File: config.mk
export PLATFORM = sky130hd
export DESIGN_NAME = fwd_scoreboard
export DESIGN_NICKNAME = d
export VERILOG_FILES = /design/src/rtl/fwd_scoreboard.sv
export SDC_FILE = /design/constraint.sdc
export NUM_CORES = 1
export LEC_CHECK = 0
export CELL_PAD_IN_SITES_DETAIL_PLACEMENT = 1
export CELL_PAD_IN_SITES_GLOBAL_PLACEMENT = 2
export CORE_MARGIN = 1
export CORE_UTILIZATION = 29
export CTS_CLUSTER_SIZE = 8
export DETAILED_ROUTE_END_ITERATION = 7
export PLACE_DENSITY_LB_ADDON = 0.15
export SYNTH_ARGS = -nofsm -noshare
export SYNTH_HDL_FRONTEND = slang
export SYNTH_SLANG_ARGS = --single-unit
export TNS_END_PERCENT = 5
File: constraint.sdc
create_clock -name clk_i -period 5 [get_ports clk_i]
set_clock_uncertainty 0.1 [all_clocks]
set_input_delay 1 -clock clk_i [delete_from_list [all_inputs] [get_ports clk_i]]
set_output_delay 1 -clock clk_i [all_outputs]
set_load 0.005 [all_outputs]
File: src/rtl/fwd_scoreboard.sv
// ---------------------------------------------------------------------------
// fwd_scoreboard
//
// Forwarding and hazard scoreboard that sits beside the EX stage. It keeps a
// shift pipeline of the producers that are in flight in the DEPTH stages after
// EX. For every source operand in EX it picks the youngest matching producer
// to forward from. It raises a stall when that producer's result is not yet
// available, which is the case for a load that has not reached LOAD_STAGE.
//
// Ports
//   clk_i          rising-edge clock
//   rst_i          synchronous active-high reset
//   ex_valid_i     EX holds a valid instruction
//   ex_rd_addr_i   EX destination register
//   ex_regwr_i     EX instruction writes the register file
//   ex_is_load_i   EX instruction is a load
//   ex_src_addr_i  packed source addresses, operand j at [j*ADDR_W +: ADDR_W]
//   ex_src_used_i  operand j is actually read
//   flush_i        kill the EX instruction this cycle
//   cnt_clr_i      clear the stall counter
//   fw_sel_o       per-operand select: 0 = register file, k = tracked stage k
//   stall_o        hold the front end and EX, and insert a bubble
//   stall_cnt_o    saturating count of stalled cycles
// ---------------------------------------------------------------------------
module fwd_scoreboard #(
    parameter int ADDR_W     = 5,
    parameter int NSRC       = 2,
    parameter int DEPTH      = 2,
    parameter int LOAD_STAGE = 2,
    parameter int SEL_W      = 3,
    parameter int CNT_W      = 16
) (
    input  logic                     clk_i,
    input  logic                     rst_i,
    input  logic                     ex_valid_i,
    input  logic [ADDR_W-1:0]        ex_rd_addr_i,
    input  logic                     ex_regwr_i,
    input  logic                     ex_is_load_i,
    input  logic [NSRC*ADDR_W-1:0]   ex_src_addr_i,
    input  logic [NSRC-1:0]          ex_src_used_i,
    input  logic                     flush_i,
    input  logic                     cnt_clr_i,
    output logic [NSRC*SEL_W-1:0]    fw_sel_o,
    output logic                     stall_o,
    output logic [CNT_W-1:0]         stall_cnt_o
);

    // Record k is the instruction currently in tracked stage k (1 = MEM).
    logic [DEPTH:1]    rec_valid;
    logic [DEPTH:1]    rec_regwr;
    logic [DEPTH:1]    rec_load;
    logic [ADDR_W-1:0] rec_rd [1:DEPTH];

    logic [NSRC*SEL_W-1:0] sel;
    logic [NSRC-1:0]       op_blocked;
    logic                  stall;
    logic                  push;
    logic [CNT_W-1:0]      stall_cnt;

    // Stages are scanned from oldest to youngest, so a younger match simply
    // overwrites an older one. That makes the youngest producer win. The
    // readiness flag follows the chosen record only, so an older ready copy
    // of the same register cannot hide a pending load.
    always_comb begin
        sel        = '0;
        op_blocked = '0;
        for (int j = 0; j < NSRC; j++) begin
            for (int k = DEPTH; k >= 1; k--) begin
                if (rec_valid[k] && rec_regwr[k] && (rec_rd[k] != '0) &&
                    (rec_rd[k] == ex_src_addr_i[j*ADDR_W +: ADDR_W]) &&
                    ex_src_used_i[j]) begin
                    sel[j*SEL_W +: SEL_W] = SEL_W'(k);
                    op_blocked[j]         = rec_load[k] && (k < LOAD_STAGE);
                end
            end
        end
    end

    assign stall       = ex_valid_i & ~flush_i & ~rst_i & (|op_blocked);
    assign push        = ex_valid_i & ~stall & ~flush_i;
    assign fw_sel_o    = rst_i ? '0 : sel;
    assign stall_o     = stall;
    assign stall_cnt_o = stall_cnt;

    // The pipeline advances on every edge, even while stalling. The stalled
    // EX instruction is replaced by a bubble, so older producers keep moving
    // toward their forwardable stage.
    always_ff @(posedge clk_i) begin
        if (rst_i) begin
            rec_valid <= '0;
            rec_regwr <= '0;
            rec_load  <= '0;
            for (int k = 1; k <= DEPTH; k++) begin
                rec_rd[k] <= '0;
            end
            stall_cnt <= '0;
        end else begin
            for (int k = DEPTH; k >= 2; k--) begin
                rec_valid[k] <= rec_valid[k-1];
                rec_regwr[k] <= rec_regwr[k-1];
                rec_load[k]  <= rec_load[k-1];
                rec_rd[k]    <= rec_rd[k-1];
            end
            rec_valid[1] <= push;
            rec_regwr[1] <= ex_regwr_i;
            rec_load[1]  <= ex_is_load_i;
            rec_rd[1]    <= ex_rd_addr_i;

            if (cnt_clr_i) begin
                stall_cnt <= '0;
            end else if (stall && (stall_cnt != {CNT_W{1'b1}})) begin
                stall_cnt <= stall_cnt + 1'b1;
            end
        end
    end

endmodule

==> reports/qor.txt, run 1 <==
outcome: completed
global route total overflow: 0
WL per Instance: 15.23 um
area of the core: 5172 um2
Critical Path Max Stage Delay: 510 ps
VDD IR-drop max: 0.07549 mV
commonest cells after routing, fill and taps aside: clkdlybuf4s50_1 (44), dfxtp_1 (31), nor2b_1 (14)
RSZ-0062 raised after global routing: false
Worst setup EP type: output port
H-tree depth: 2
Total Neg Setup Slack: 0 ps
Synth Area in Simple Gates: 29.69%
CP cell instances: clkdlybuf4s50_1, xnor2_1, nand4_1, nor3_2, nor3_1, clkdlybuf4s50_1
Syn. warnings: 0
ys async rst share: 0%
CP most frequent cell: clkdlybuf4s50_1
Critical-path top delay cell: clkdlybuf4s50_1
Final Instance Area: 2168 um2
antenna violations before repair: 0
# hold bufs at CTS: 0
Final Cycle Share: 78.83%
postcts setup bufs: 0
Synth Area per Inst: 8.908 um2
most common cell after layout, fill and taps aside: clkdlybuf4s50_1
WP buf/inv: 2
DRC: 0
Fin. Hold Viols: 0
adder-cell share of the synthesized area: 0.7981%
register bit total from synthesis: 31
sequential area share after synthesis: 39.58%
Post-synth EDFFs: 0
cts repair resizes: 0
worst hold path type: flip-flop to flip-flop
cell row count: 26
dpl hpwl: 3530 um
final wirelength: 4448 um
Synth Area in XOR/XNOR: 12.29%
die area: 5704 um2
Die Y-Extent: 75.53 um
compound-cell area share of the yosys netlist: 12.93%
Worst setup SP type: input port
min Tclk post-route: 3941 ps
Max Freq: 253.7 MHz
clk_lat worst skew: 280 ps
Worst-path clk slew: 60 ps
critical path's top delay family: buffers and inverters
static leakage: 0.7343 nW
vias per cell: 4.938
Worst EP arrival: 2840 ps
Worst EP required: 3900 ps
number of nets in the layout: 246
max-slew violations: 0
Yosys cell types: 38
max_slew headroom: 61.55%
First DRT Iteration DRCs: 70
clk sinks: 31
share of cells above drive strength 1: 7.207%
DRT Pass-1 Iters: 4
antenna fix cells: 0
max-cap violations: 0
Post-synth top flop: dfxtp_1
Placed Area: 2051 um2
DP Worst Slack: 1056 ps
Final WS setup: 1059 ps
largest net degree at the start of global routing: 25
first-pass GRT wire length: 7514 um
Clock Path Buffers: 2
CTS buffer count: 5
final setup violating endpoints: 0
clk root buf: clkbuf_8
Slew @ Worst Pin: 574.5 ps
initial core utilization: 30.31%
gr usage total: 17.88%
critical path class: input port to output port
PortBufs: 44
antenna-violating nets left: 0
post-synthesis mux area share: 0.6385%
vias in the first global route: 1585
largest family of logic cells by synthesized area: simple AND/OR/NAND/NOR gates
crit-path max FO: 4
fill count: 624
via count: 1442
TritonCTS clock tree: done
placer's final routability congestion estimate: 0.8421
Mapped Area: 1568 um2
Die Span X: 75.53 um
Post-Syn Instances: 176
Area growth, synth to finish: 38.31%
PD cells: 260.2 nW/um2
io pins: 47
## metal layers
metal | wire length [um] | GRT usage [%] | up-vias
li1 | - | - | 717
met2 | 2410 | 32.84 | 40
met4 | 25 | 6.173 | 0
met5 | 0 | 0 | -
met3 | 166 | 3.704 | 2
met1 | 1845 | 20.50 | 683
## cell families after synthesis
group | count (synthesis)
muxes | 1
AOI/OAI and AO/OA | 30
and+or+nand+nor | 81
xor gates and xnor gates | 22
adders and majority gates | 1
other | 1
buffers and inverters | 9
DFF | 31
## synthesized netlist by cell type (4+ instances only)
cell      n  area (um2)
nor4_1    4       25.02
nor3_1    4       20.02
a21oi_1  11       55.05
o31ai_1   4       30.03
or3_1     5       31.28
dfxtp_1  31       620.6
and3_1    5       31.28
nand3_1  11       55.05
nor2b_1  14       87.58
xor2_1    9       78.83
nand2_1  11       41.29
xnor2_1  13       113.9
o21ai_1   5       25.02
or4_1     7       52.55
nor2_1   10       37.54
## sequential cells by signal, summed over array words and instances (netlist names)
register,count
stall_cnt_o,16
rec_rd,10
rec_regwr,2
rec_valid,2
rec_load,1
## final cells by class
cell class	count	area [um2]	area share (%)
Timing Repair Buffer	45	447.9	20.66
Sequential cell	31	620.6	28.62
Tap cell	70	87.58	4.039
Inverter	1	3.754	0.1731
Multi-Input combinational cell	137	890.9	41.08
Clock inverter	2	35.03	1.616
Clock buffer	6	82.58	3.808
## power by group
part,leakage [nW],internal (W),switching [W]
Clock,0.0612,0.000161,0.0000922
Combinational,0.420,0.0000305,0.0000208
Sequential,0.253,0.000252,0.00000713
## through the flow
step	utilization, %	cells	hold slack, ps	power [W]
after global routing	41.92	292	418.4	0.0005911
after detailed placement	39.65	284	395.5	0.0003173
after global placement	39.65	284	370.4	0.0003164
after floorplan	-	177	376.3	0.0002892
final	41.92	292	401.2	0.0005643
after CTS	41.92	292	403.0	0.0005726
## path summary, 6_finish.rpt
path | start | endpoint | slack [ps] | cells past startpoint
worst max-delay path | ex_src_addr_i[5] | fw_sel_o[4] | 1060 | 6
worst min-delay path | stall_cnt_o[9]$_SDFFE_PP0P_ | stall_cnt_o[9]$_SDFFE_PP0P_ | 400 | 2
worst max register to register | rec_rd[1][1]$_SDFF_PP0_ | stall_cnt_o[1]$_SDFFE_PP0P_ | 2650 | 6
worst min register to register | stall_cnt_o[9]$_SDFFE_PP0P_ | stall_cnt_o[9]$_SDFFE_PP0P_ | 400 | 2
## worst min-delay path: cells and delay by family (launching register included)
kind,cells,cell delay (ps)
DFF,1,330
AOI/OAI and AO/OA,2,120
(Power assumes the default switching activity.)
==> run 2: changes to the inputs <==
--- a/config.mk
+++ b/config.mk
@@ -8,7 +8,7 @@
 export CELL_PAD_IN_SITES_DETAIL_PLACEMENT = 1
 export CELL_PAD_IN_SITES_GLOBAL_PLACEMENT = 2
 export CORE_MARGIN = 1
-export CORE_UTILIZATION = 29
+export CORE_UTILIZATION = 27
 export CTS_CLUSTER_SIZE = 8
 export DETAILED_ROUTE_END_ITERATION = 7
 export PLACE_DENSITY_LB_ADDON = 0.15
==> constraint.sdc (replaced) <==
create_clock -name clk_i -period 3.9 [get_ports clk_i]
set_clock_uncertainty 0.1 [all_clocks]
set_input_delay 0.78 -clock clk_i [delete_from_list [all_inputs] [get_ports clk_i]]
set_output_delay 0.78 -clock clk_i [all_outputs]
set_load 0.005 [all_outputs]
==> run 2 against run 1 <==
Effect of this change:
- non-clock buffer count up 2
- final cell count up 1.4%
- routed wire length fell by 0.88%
- clock power rose by 10%
- flip-flop and latch count stayed put
- design area stayed put
- critical endpoint is now stall_o
- highest routed layer unchanged
==> reports/qor.txt, run 2 (synthesized netlist as in run 1, its figures left out) <==
outcome: completed
antenna violations before repair: 0 (unchanged)
area of the core: 5540 um2 (+7.1%)
max-cap violations: 0 (unchanged)
Total Neg Setup Slack: 0 ps (unchanged)
Slew @ Worst Pin: 557.6 ps (-16.92 ps)
DRT Pass-1 Iters: 4 (unchanged)
min Tclk post-route: 3425 ps
sequential group share of total power: 49.2% (+3.2 points)
Max Freq: 292.0 MHz
Worst setup SP type: input port
Area growth, synth to finish: 38.31% (unchanged)
WL per Instance: 14.90 um (-2.2%)
Die Y-Extent: 78.20 um (+3.5%)
Worst R2R Start: rec_rd[1][1]$_SDFF_PP0_
clk sinks: 31 (unchanged)
H-tree depth: 2 (unchanged)
first-pass GRT wire length: 7293 um (-2.9%)
P_sw: 0.0001525 W (+27%)
io pins: 47 (unchanged)
final setup violating endpoints: 0 (unchanged)
postcts setup bufs: 0 (unchanged)
RSZ-0062 raised after global routing: false
flop2flop setup slack: 1480 ps (-1170 ps)
global route total overflow: 0 (unchanged)
antenna fix cells: 0 (unchanged)
hold path startpoint: rec_regwr[1]$_SDFF_PP0_
clk_lat worst skew: 280 ps (about the same)
clk root buf: clkbuf_8
largest net degree at the start of global routing: 25 (unchanged)
gr usage total: 15.57% (-2.3 points)
Net Sw Frac: 22.55% (+1.2 points)
max_slew headroom: 62.69% (+1.1 points)
Clock Path Buffers: 2 (unchanged)
Final Instance Area: 2168 um2 (unchanged)
placer's final routability congestion estimate: 0.9013 (+7.0%)
fin util: 39.14% (-2.8 points)
Die Span X: 78.20 um (+3.5%)
TritonCTS clock tree: done
final wirelength: 4409 um (-0.88%)
Worst R2R End: stall_cnt_o[1]$_SDFFE_PP0P_
commonest cells after routing, fill and taps aside: clkdlybuf4s50_1 (44), dfxtp_1 (31), nor2b_1 (14)
cell row count: 27 (+3.8%)
most common cell after layout, fill and taps aside: clkdlybuf4s50_1
die area: 6115 um2 (+7.2%)
Worst EP required: 3020 ps (-880 ps)
hold depth: 1 (-1)
dpl hpwl: 3469 um (-1.7%)
R2R cell count: 7 (+1)
via count: 1438 (-0.28%)
hold_ws: 408.0 ps (+6.776 ps)
number of nets in the layout: 248 (+0.81%)
antenna-violating nets left: 0 (unchanged)
PortBufs: 44 (unchanged)
DP Worst Slack: 462.8 ps (-592.9 ps)
number of flip-flops in the largest register: 16 (unchanged)
vias in the first global route: 1558 (-1.7%)
Worst setup EP type: output port
Clk network pwr share: 41.2% (-3.7 points)
VDD IR-drop max: 0.1173 mV (+55%)
CTS buffer count: 5 (unchanged)
DRC: 0 (unchanged)
worst hold endpoint: rec_regwr[2]$_SDFF_PP0_
First DRT Iteration DRCs: 24 (-66%)
crit-path max FO: 5 (+1)
Final WS setup: 474.8 ps (-583.9 ps)
Worst-path clk slew: 60 ps (about the same)
Comb pwr share: 9.6% (+0.5 points)
initial core utilization: 28.30% (-2.0 points)
PD cells: 311.9 nW/um2 (+20%)
Placed Area: 2068 um2 (+0.85%)
static leakage: 0.7355 nW (+0.17%)
Fin. Hold Viols: 0 (unchanged)
Final Cycle Share: 87.83%
worst hold path type: flip-flop to flip-flop
share of cells above drive strength 1: 7.589% (+0.38 points)
Worst EP arrival: 2550 ps (-290 ps)
vias per cell: 4.858 (-1.6%)
critical path class: input port to output port
internal power: 0.0005237 W (+18%)
max-slew violations: 0 (unchanged)
# hold bufs at CTS: 0 (unchanged)
cts repair resizes: 0 (unchanged)
-- run 2: changes by cell type in the layout (fill, tap and decap cells not counted), sizes merged --
cell	previous run	this run
bufinv	1	0
buf	1	3
clkinv	1	0
clkbuf	6	8
-- run 2: cell type report --
cell class	count	area, um2
fill	653	3372
multi-input combinational	137	890.9
sequential	31	620.6
timing repair buffer	47	462.9
clock buffer	8	100.1
tap	72	90.09
inverter	1	3.754
-- run 2: critical path, cell delays in order --
cell             delay (ps)
clkdlybuf4s50_1         510
xnor2_1                 140
nand4_1                 180
nor2_1                  170
o21a_1                  220
clkdlybuf4s50_1         530
-- run 2: power groups by stage --
stage               Sequential (W)  Combinational (W)  Clock, W
detailed placement        0.000340          0.0000657         0
global route              0.000334          0.0000712  0.000302
finish                    0.000333          0.0000649  0.000279
global placement          0.000340          0.0000646         0
CTS                       0.000333          0.0000659  0.000286
floorplan                 0.000337          0.0000341         0
-- run 2: through the flow --
step,std cells,total power (W)
2_1_floorplan,177,0.0003708
3_3_place_gp,288,0.0004049
3_5_place_dp,288,0.0004055
4_1_cts,296,0.0006844
5_1_grt,296,0.0007068
6_report,296,0.0006762
-- run 2: layer usage --
layer / GRT usage (%) / wire length [um] / vias up
met5: 0 / 0 / -
li1: - / - / 720
met2: 29.65 / 2329 / 36
met3: 4.070 / 174 / 8
met1: 15.84 / 1807 / 674
met4: 6.667 / 97 / 0
-- run 2: how the worst max path moves through the flow --
stage                     start           to  slack [ps]
6_report       ex_src_addr_i[2]      stall_o         470
4_1_cts        ex_src_addr_i[2]      stall_o         450
3_3_place_gp   ex_src_addr_i[2]  fw_sel_o[0]         460
3_5_place_dp   ex_src_addr_i[2]      stall_o         460
5_1_grt        ex_src_addr_i[2]      stall_o         350
2_1_floorplan             rst_i  fw_sel_o[0]        1530
==> run 3: changes to the inputs <==
--- a/config.mk
+++ b/config.mk
@@ -7,7 +7,7 @@
 export LEC_CHECK = 0
 export CELL_PAD_IN_SITES_DETAIL_PLACEMENT = 1
 export CELL_PAD_IN_SITES_GLOBAL_PLACEMENT = 2
-export CORE_MARGIN = 1
+export CORE_MARGIN = 3
 export CORE_UTILIZATION = 27
 export CTS_CLUSTER_SIZE = 8
 export DETAILED_ROUTE_END_ITERATION = 7
==> constraint.sdc (replaced) <==
create_clock -name clk_i -period 3.8 [get_ports clk_i]
set_clock_uncertainty 0.1 [all_clocks]
set_input_delay 0.76 -clock clk_i [delete_from_list [all_inputs] [get_ports clk_i]]
set_output_delay 0.76 -clock clk_i [all_outputs]
set_load 0.005 [all_outputs]
==> run 3 against run 2 <==
Effect of this change:
- clock-buffer cell count decreased by 3
- combinational power grew 4.8%
- global-route usage decreased by 0.99 points
- design area shrank 0.17%
- largest power group unchanged
- sequential power up 2%
- sequential share of layout area about the same
- critical path depth stayed put
- routed wire length up 1.5%
- first-iteration DRC count grew to 2.8 times the previous value
- worst hold slack about the same
- register-to-register slack worse by 160 ps
- highest routed layer unchanged
- largest cell class unchanged
==> reports/qor.txt, run 3 (synthesized netlist as in run 1, its figures left out) <==
die area: 6757 um2 (+10%)
Worst EP arrival: 2630 ps (+80 ps)
number of flip-flops in the largest register: 16 (unchanged)
WL per Instance: 15.07 um (+1.2%)
DRC: 0 (unchanged)
flop2flop setup slack: 1320 ps (-160 ps)
Total Neg Setup Slack: 0 ps (unchanged)
Worst-path clk slew: 70 ps (about the same)
Max Freq: 286.3 MHz
Fin. Hold Viols: 0 (unchanged)
VDD IR-drop max: 0.2145 mV (+83%)
RSZ-0062 raised after global routing: false
most common cell after layout, fill and taps aside: clkdlybuf4s50_1
Final Instance Area: 2165 um2 (-0.17%)
max_slew headroom: 58.88% (-3.8 points)
dpl hpwl: 3483 um (+0.41%)
static leakage: 0.7290 nW (-0.89%)
cell count after placement: 289 (+0.35%)
io pins: 47 (unchanged)
Die Y-Extent: 82.20 um (+5.1%)
Worst EP required: 2940 ps (-80 ps)
clk root buf: clkbuf_8
initial core utilization: 28.13% (-0.17 points)
crit-path max FO: 2 (-3)
number of nets in the layout: 249 (+0.40%)
First DRT Iteration DRCs: 68 (+180%)
worst hold path type: flip-flop to flip-flop
placer's final routability congestion estimate: 0.8041 (-11%)
Area growth, synth to finish: 38.07%
max-cap violations: 0 (unchanged)
DRT Pass-1 Iters: 4 (unchanged)
first-pass GRT wire length: 7534 um (+3.3%)
Worst setup SP type: input port
cell row count: 27 (unchanged)
Placed Area: 2076 um2 (+0.36%)
Worst setup EP type: output port
max-slew violations: 0 (unchanged)
H-tree depth: 2 (unchanged)
vias per cell: 4.987 (+2.6%)
clk sinks: 31 (unchanged)
clk_lat worst skew: 280 ps (about the same)
largest net degree at the start of global routing: 25 (unchanged)
fin util: 38.83% (-0.30 points)
global route total overflow: 0 (unchanged)
vias in the first global route: 1568 (+0.64%)
TritonCTS clock tree: done
commonest cells after routing, fill and taps aside: clkdlybuf4s50_1 (44), dfxtp_1 (31), nor2b_1 (14)
share of cells above drive strength 1: 8.444% (+0.86 points)
CTS buffer count: 5 (unchanged)
antenna-violating nets left: 0 (unchanged)
critical path class: input port to output port
cts repair resizes: 0 (unchanged)
min Tclk post-route: 3492 ps
final setup violating endpoints: 0 (unchanged)
final wirelength: 4477 um (+1.5%)
PortBufs: 44 (unchanged)
antenna fix cells: 0 (unchanged)
Slew @ Worst Pin: 614.4 ps (+56.81 ps)
antenna violations before repair: 0 (unchanged)
filler-free cell count of the finished design: 297 (+0.34%)
Clock Path Buffers: 2 (unchanged)
area of the core: 5574 um2 (+0.61%)
gr usage total: 14.58% (-0.99 points)
# hold bufs at CTS: 0 (unchanged)
PD cells: 310.6 nW/um2 (-0.41%)
Final Cycle Share: 91.90%
outcome: completed
postcts setup bufs: 0 (unchanged)
Die Span X: 82.20 um (+5.1%)
via count: 1481 (+3.0%)
==> run 3: path summary, 6_finish.rpt <==
check / from / endpoint / depth (start not counted)
max: ex_src_addr_i[4] / fw_sel_o[1] / 6
min: stall_cnt_o[9]$_SDFFE_PP0P_ / stall_cnt_o[9]$_SDFFE_PP0P_ / 2
max reg2reg: rec_rd[1][1]$_SDFF_PP0_ / stall_cnt_o[1]$_SDFFE_PP0P_ / 7
min reg2reg: stall_cnt_o[9]$_SDFFE_PP0P_ / stall_cnt_o[9]$_SDFFE_PP0P_ / 2
==> run 3: routing by layer <==
layer,part of all wire (%),GRT usage [%],up-vias
met5,0,0,-
met4,1.4,5.482,0
met2,46,23.40,36
met3,3.6,3.037,6
li1,-,-,721
met1,49,19.12,718
==> run 3: critical path: stages <==
cell and delay (ps):
clkdlybuf4s50_1 460, xor2_1 170, nor4_1 420, nand3_1 120, nor3_1 160, clkdlybuf4s50_1 540
==> run 3: report_power, final <==
group / switching, W / internal (W)
combinational: 0.0000272 / 0.0000407
sequential: 0.00000892 / 0.000332
clock: 0.000136 / 0.000127
==> run 3: layout make-up <==
class,count,area [um2]
Multi-Input combinational cell,137,890.9
Fill cell,653,3410
Clock buffer,5,68.82
Sequential cell,31,620.6
Tap cell,72,90.09
Clock inverter,3,20.02
Inverter,1,3.754
Timing Repair Buffer,48,470.5
==> run 3: stage by stage <==
step	hold WS [ps]	total power (W)	setup slack [ps]
6_report	407.6	0.0006723	307.6
5_1_grt	421.1	0.0006991	219.4
4_1_cts	406.3	0.0006823	310.5
3_5_place_dp	396.5	0.0004166	314.4
3_3_place_gp	375.3	0.0004149	365.3
2_1_floorplan	376.3	0.0003806	1466
